===== src/rtl/logic_unit_pkg.sv =====
// Op-code definitions shared by the logic unit pipeline and its per-bit gate cell.
package logic_unit_pkg;

  localparam int OP_W = 3;

  typedef enum logic [OP_W-1:0] {
    OP_AND    = 3'b000,
    OP_OR     = 3'b001,
    OP_NAND   = 3'b010,
    OP_NOR    = 3'b011,
    OP_XOR    = 3'b100,
    OP_XNOR   = 3'b101,
    OP_PASS_A = 3'b110,
    OP_NOT_A  = 3'b111
  } op_e;

endpackage


===== src/rtl/gate_mux_cell.sv =====
// One-bit gate built as a 2:1 mux: b_i selects between two functions of a_i chosen by op_i.
module gate_mux_cell
  import logic_unit_pkg::*;
(
  input  logic            a_i,
  input  logic            b_i,
  input  logic [OP_W-1:0] op_i,
  output logic            y_o
);

  logic sel1_s;
  logic sel0_s;

  // Pick the two mux legs for the requested operation
  always_comb begin
    sel1_s = 1'b0;
    sel0_s = 1'b0;
    case (op_e'(op_i))
      OP_AND:    begin sel1_s = a_i;  sel0_s = 1'b0; end
      OP_OR:     begin sel1_s = 1'b1; sel0_s = a_i;  end
      OP_NAND:   begin sel1_s = ~a_i; sel0_s = 1'b1; end
      OP_NOR:    begin sel1_s = 1'b0; sel0_s = ~a_i; end
      OP_XOR:    begin sel1_s = ~a_i; sel0_s = a_i;  end
      OP_XNOR:   begin sel1_s = a_i;  sel0_s = ~a_i; end
      OP_PASS_A: begin sel1_s = a_i;  sel0_s = a_i;  end
      OP_NOT_A:  begin sel1_s = ~a_i; sel0_s = ~a_i; end
      default:   begin sel1_s = 1'b0; sel0_s = 1'b0; end
    endcase
  end

  assign y_o = b_i ? sel1_s : sel0_s;

endmodule


===== src/rtl/logic_unit_pipe.sv =====
// Bitwise mux-gate logic unit with a 2-entry in-order result FIFO.
// Define LOGIC_UNIT_PIPE_STATS_EN to build the accepted-operation counter.
module logic_unit_pipe
  import logic_unit_pkg::*;
#(
  parameter int WIDTH = 8,
  parameter int CNT_W = 16
) (
  input  logic             clk,
  input  logic             rst_n,
  input  logic             in_valid,
  output logic             in_ready,
  input  logic [WIDTH-1:0] in_a,
  input  logic [WIDTH-1:0] in_b,
  input  logic [OP_W-1:0]  in_op,
  output logic             out_valid,
  input  logic             out_ready,
  output logic [WIDTH-1:0] out_y,
  output logic             out_zero,
  output logic [CNT_W-1:0] op_count
);

  logic [WIDTH-1:0] res_s;
  logic             res_zero_s;
  logic             push_s;
  logic             pop_s;

  logic [1:0]       occ_q, occ_d;
  logic [WIDTH-1:0] y0_q, y0_d, y1_q, y1_d;
  logic             z0_q, z0_d, z1_q, z1_d;

  for (genvar i = 0; i < WIDTH; i++) begin : g_cell
    gate_mux_cell u_cell (
      .a_i  (in_a[i]),
      .b_i  (in_b[i]),
      .op_i (in_op),
      .y_o  (res_s[i])
    );
  end

  assign res_zero_s = (res_s == {WIDTH{1'b0}});
  assign in_ready   = (occ_q != 2'd2);
  assign out_valid  = (occ_q != 2'd0);
  assign push_s     = in_valid & in_ready;
  assign pop_s      = out_valid & out_ready;

  // Entry 0 is always the head; vacated entries are zeroed so idle outputs read 0
  assign out_y    = y0_q;
  assign out_zero = z0_q;

  // FIFO next state: shift on pop, append behind the head on push
  always_comb begin
    occ_d = occ_q;
    y0_d  = y0_q;
    z0_d  = z0_q;
    y1_d  = y1_q;
    z1_d  = z1_q;
    case (occ_q)
      2'd0: begin
        if (push_s) begin
          occ_d = 2'd1;
          y0_d  = res_s;
          z0_d  = res_zero_s;
        end else begin
          occ_d = 2'd0;
        end
      end
      2'd1: begin
        if (push_s && pop_s) begin
          y0_d = res_s;
          z0_d = res_zero_s;
        end else if (push_s) begin
          occ_d = 2'd2;
          y1_d  = res_s;
          z1_d  = res_zero_s;
        end else if (pop_s) begin
          occ_d = 2'd0;
          y0_d  = {WIDTH{1'b0}};
          z0_d  = 1'b0;
        end else begin
          occ_d = 2'd1;
        end
      end
      2'd2: begin
        if (pop_s) begin
          occ_d = 2'd1;
          y0_d  = y1_q;
          z0_d  = z1_q;
          y1_d  = {WIDTH{1'b0}};
          z1_d  = 1'b0;
        end else begin
          occ_d = 2'd2;
        end
      end
      default: begin
        occ_d = 2'd0;
        y0_d  = {WIDTH{1'b0}};
        z0_d  = 1'b0;
        y1_d  = {WIDTH{1'b0}};
        z1_d  = 1'b0;
      end
    endcase
  end

  // FIFO state registers
  always_ff @(posedge clk) begin
    if (!rst_n) begin
      occ_q <= 2'd0;
      y0_q  <= {WIDTH{1'b0}};
      z0_q  <= 1'b0;
      y1_q  <= {WIDTH{1'b0}};
      z1_q  <= 1'b0;
    end else begin
      occ_q <= occ_d;
      y0_q  <= y0_d;
      z0_q  <= z0_d;
      y1_q  <= y1_d;
      z1_q  <= z1_d;
    end
  end

`ifdef LOGIC_UNIT_PIPE_STATS_EN
  logic [CNT_W-1:0] cnt_q, cnt_d;

  assign cnt_d    = push_s ? (cnt_q + {{(CNT_W-1){1'b0}}, 1'b1}) : cnt_q;
  assign op_count = cnt_q;

  // Accepted-operation counter, wraps naturally
  always_ff @(posedge clk) begin
    if (!rst_n) begin
      cnt_q <= {CNT_W{1'b0}};
    end else begin
      cnt_q <= cnt_d;
    end
  end
`else
  assign op_count = {CNT_W{1'b0}};
`endif

endmodule


===== config.mk =====
export PLATFORM = sky130hd
export DESIGN_NAME = logic_unit_pipe
export DESIGN_NICKNAME = d
export VERILOG_FILES = /design/src/rtl/logic_unit_pkg.sv /design/src/rtl/gate_mux_cell.sv /design/src/rtl/logic_unit_pipe.sv
export SDC_FILE = /design/constraint.sdc
export NUM_CORES = 1
export LEC_CHECK = 0
export BUFFER_PORTS_ARGS = -buffer_cell sky130_fd_sc_hd__buf_2
export CAP_MARGIN = 20
export CORE_UTILIZATION = 48
export DETAILED_ROUTE_END_ITERATION = 8
export GPL_TIMING_DRIVEN = 1
export PLACE_DENSITY = 0.75
export SLEW_MARGIN = 25
export SYNTH_ARGS = -nofsm -noshare
export SYNTH_HDL_FRONTEND = slang
export SYNTH_SLANG_ARGS = --single-unit

===== constraint.sdc =====
create_clock -name clk -period 1.55 [get_ports clk]
set_input_delay 0.31 -clock clk [delete_from_list [all_inputs] [get_ports clk]]
set_output_delay 0.31 -clock clk [all_outputs]
set_load 0.05 [all_outputs]

==> results.cfg <==
[worst_setup_path]
worst-endpoint-arrival_ns = 1.68
cp_max_fo = 8
critPathTopFamily = compound AO/OA/AOI/OAI gates
path_cells = buf_12, buf_12, or3b_1, a21boi_2, a211o_2, nand4_4, o41ai_2
max_stage_delay_ns = 0.39
crit_path_frequent_cell = buf_12
reg2reg_slack_ns = 0.12
cp.required_ns = 1.71
cpMaxStageDelayCell = or3b_1
critPathKind = input pin to flip-flop
end_kind = flip-flop
timing.critical_path.buf_inv = 2
start_kind = input pin

[power_and_ir_drop]
power_frac_clock_pct = 19.1
p_seq_share_pct = 33.1
p_leak_nw = 1.14
vdd_ir_drop_max_uv = 475
power.internal_w = 0.00105
p_sw_share_pct = 38.0
totalPowerFinal_w = 0.00170
p_per_area_nw_per_um2 = 649
p_sw_w = 0.000646
pwr-share-comb_pct = 47.8

[die]
start_util_pct = 51.4
fp.dieH_um = 65.6
die-area_um2 = 4300
rows = 22
core_um2 = 3770
ios = 50
die-width_um = 65.6

[synth]
synth_warnings = 0
ys_ff_latch = 20
syn_area_per_cell_um2 = 7.95
synth.yosys.seq_area_share_pct = 20.6
post-synth-top-area-cell = dfxtp_1
synth_area_leaders = dfxtp_1, buf_4, o21ai_0
yosys_most_used_dff = dfxtp_1
synth_edf_count = 0
synth.most_common_cell = nand2_1
synth_async_sr_flop_share_pct = 0
synthCells = 244
synthTopCellsByCount = nand2_1, o21ai_0, dfxtp_1, buf_4
synth_area_um2 = 1940
synth_top_area_share_pct = 20.6
synth.distinct_cells = 37

[finish]
n_antenna_cell = 0
syn_to_final_growth_pct = 35.0
fin_util_pct = 69.4
layout-drive-gt1-share_pct = 40.1
fin_nets = 327
num-fill-cells = 295
final_cells = 350

[cts]
cts_buffers = 3
cts.sinks = 20
cts_root_buf = clkbuf_8
ctsHtreeMaxLevel = 1
clkTransAtPathRegs_ns = 0.07
insertion_delay_ns = 0.25
cts_tree = done
cts_buffer_depth = 2

[sta]
fin_crit_sh_pct = 98.4
hold_violations = 0
fin_setup_tns_ns = 0
fmax_ghz = 0.656
finalCriticalPeriod_ns = 1.52
rsz0062_at_grt = true
clock_skew_ns = 0.00295
final-setup-viol-count = 0
drv_slew = 0
setup_slack_ns = 0.0256

[detailed_routing]
drc_errors = 0
ant_nets = 0
drtPass1Iterations = 4
wl_um = 4880
vias_per_cell = 5.59
vias = 1955
wire_per_inst_um = 13.9
drtIter0Drc = 121

[min_path]
hold_class = input pin to flip-flop

[global_routing]
gr-total-overflow = 0
grt_max_degree = 26
antenna_found_initial = 0
grt_pass1_vias = 1651
grtUsageTotal_pct = 21.3
grt_pass1_wl_um = 7380

[placement]
gp_congestion = 0.883
dp_slack_ns = -0.348
dpl.hpwl_um = 3270
dp.cells = 338
port_buffers = 33

[run_status]
status = finished clean

[flow_run]
maxCapViolCount = 0
==> cells by family after synthesis <==
family          synth area share, %
compound gates                 37.6
xor+xnor                       3.61
simple gates                   21.8
other cells                   0.193
buf+inv                        12.0
mux                            4.13
flops                          20.6
==> layout make-up <==
cell class,count,area [µm²],share of cell area (%)
sequential,20,402,15.3
inverter,2,7.51,0.287
clock buffer,3,41.3,1.58
multi-input combinational,202,1500,57.5
timing repair buffer,75,603,23.0
tap,48,60.1,2.29
==> layout by cell type (no fill, tap or decap), types with 4 or more instances in the layout <==
cell / instances
o21a_1: 8
nand2_1: 25
o21ai_1: 6
o21ai_0: 18
xor2_2: 4
buf_4: 36
a21o_1: 8
a21oi_1: 10
a211o_2: 5
conb_1: 16
a21boi_2: 8
nand3_1: 10
buf_2: 29
nand2b_1: 11
o21ba_2: 8
a221oi_2: 6
mux2i_1: 7
or3b_1: 6
dfxtp_1: 19
a2111o_1: 8
and2_1: 10
buf_6: 4
==> routing by layer <==
metal / share of wire, % / vias to the layer above / wire length (µm) / track usage, %
met5: 0 / - / 0 / 0
met4: 0.55 / 0 / 27 / 4.62
met3: 4.0 / 4 / 193 / 1.74
met2: 51 / 49 / 2470 / 35.8
met1: 45 / 927 / 2180 / 29.3
li1: - / 975 / - / -
==> worst reg2reg max path: cells and delay by family (launching register included) <==
family	cells	cell delay, ns
compound gates	1	0.32
flops	1	0.48
simple gates	2	0.54
==> repair_timing <==
action	4_1_cts	5_1_grt
resized for setup	17	21
buffers inserted	5	0
hold buffers	0	0
cloned	1	3
pin swaps	12	9
endpoints found under the setup margin	6	12
==> state kept, by name (all words and copies together), names as in the netlist <==
signal    cells
occ_q         2
out_y         8
out_zero      1
y1_q          8
z1_q          1
==> metrics by stage <==
| step | area [µm²] | hold slack (ns) |
|---|---|---|
| after detailed placement | 2290 | 0.476 |
| after floorplan | 2040 | 0.452 |
| after CTS | 2450 | 0.275 |
| after global placement | 2290 | 0.481 |
| final | 2620 | 0.280 |
| after global routing | 2620 | 0.287 |
==> worst paths after layout <==
kind / start / end / cells past startpoint
max: in_op[0] / z1_q / 7
min: out_ready / occ_q[1] / 2
max reg2reg: occ_q[0] / z1_q / 3
min reg2reg: z1_q / z1_q / 2
==> power groups by stage <==
stage	clock network, W	logic [W]	registers (W)
floorplan	0	0.000469	0.000641
global placement	0	0.000694	0.000573
detailed placement	0	0.000705	0.000573
CTS	0.000336	0.000757	0.000562
global route	0.000361	0.000869	0.000566
finish	0.000324	0.000813	0.000563
Power figures use the tool's default switching activity.
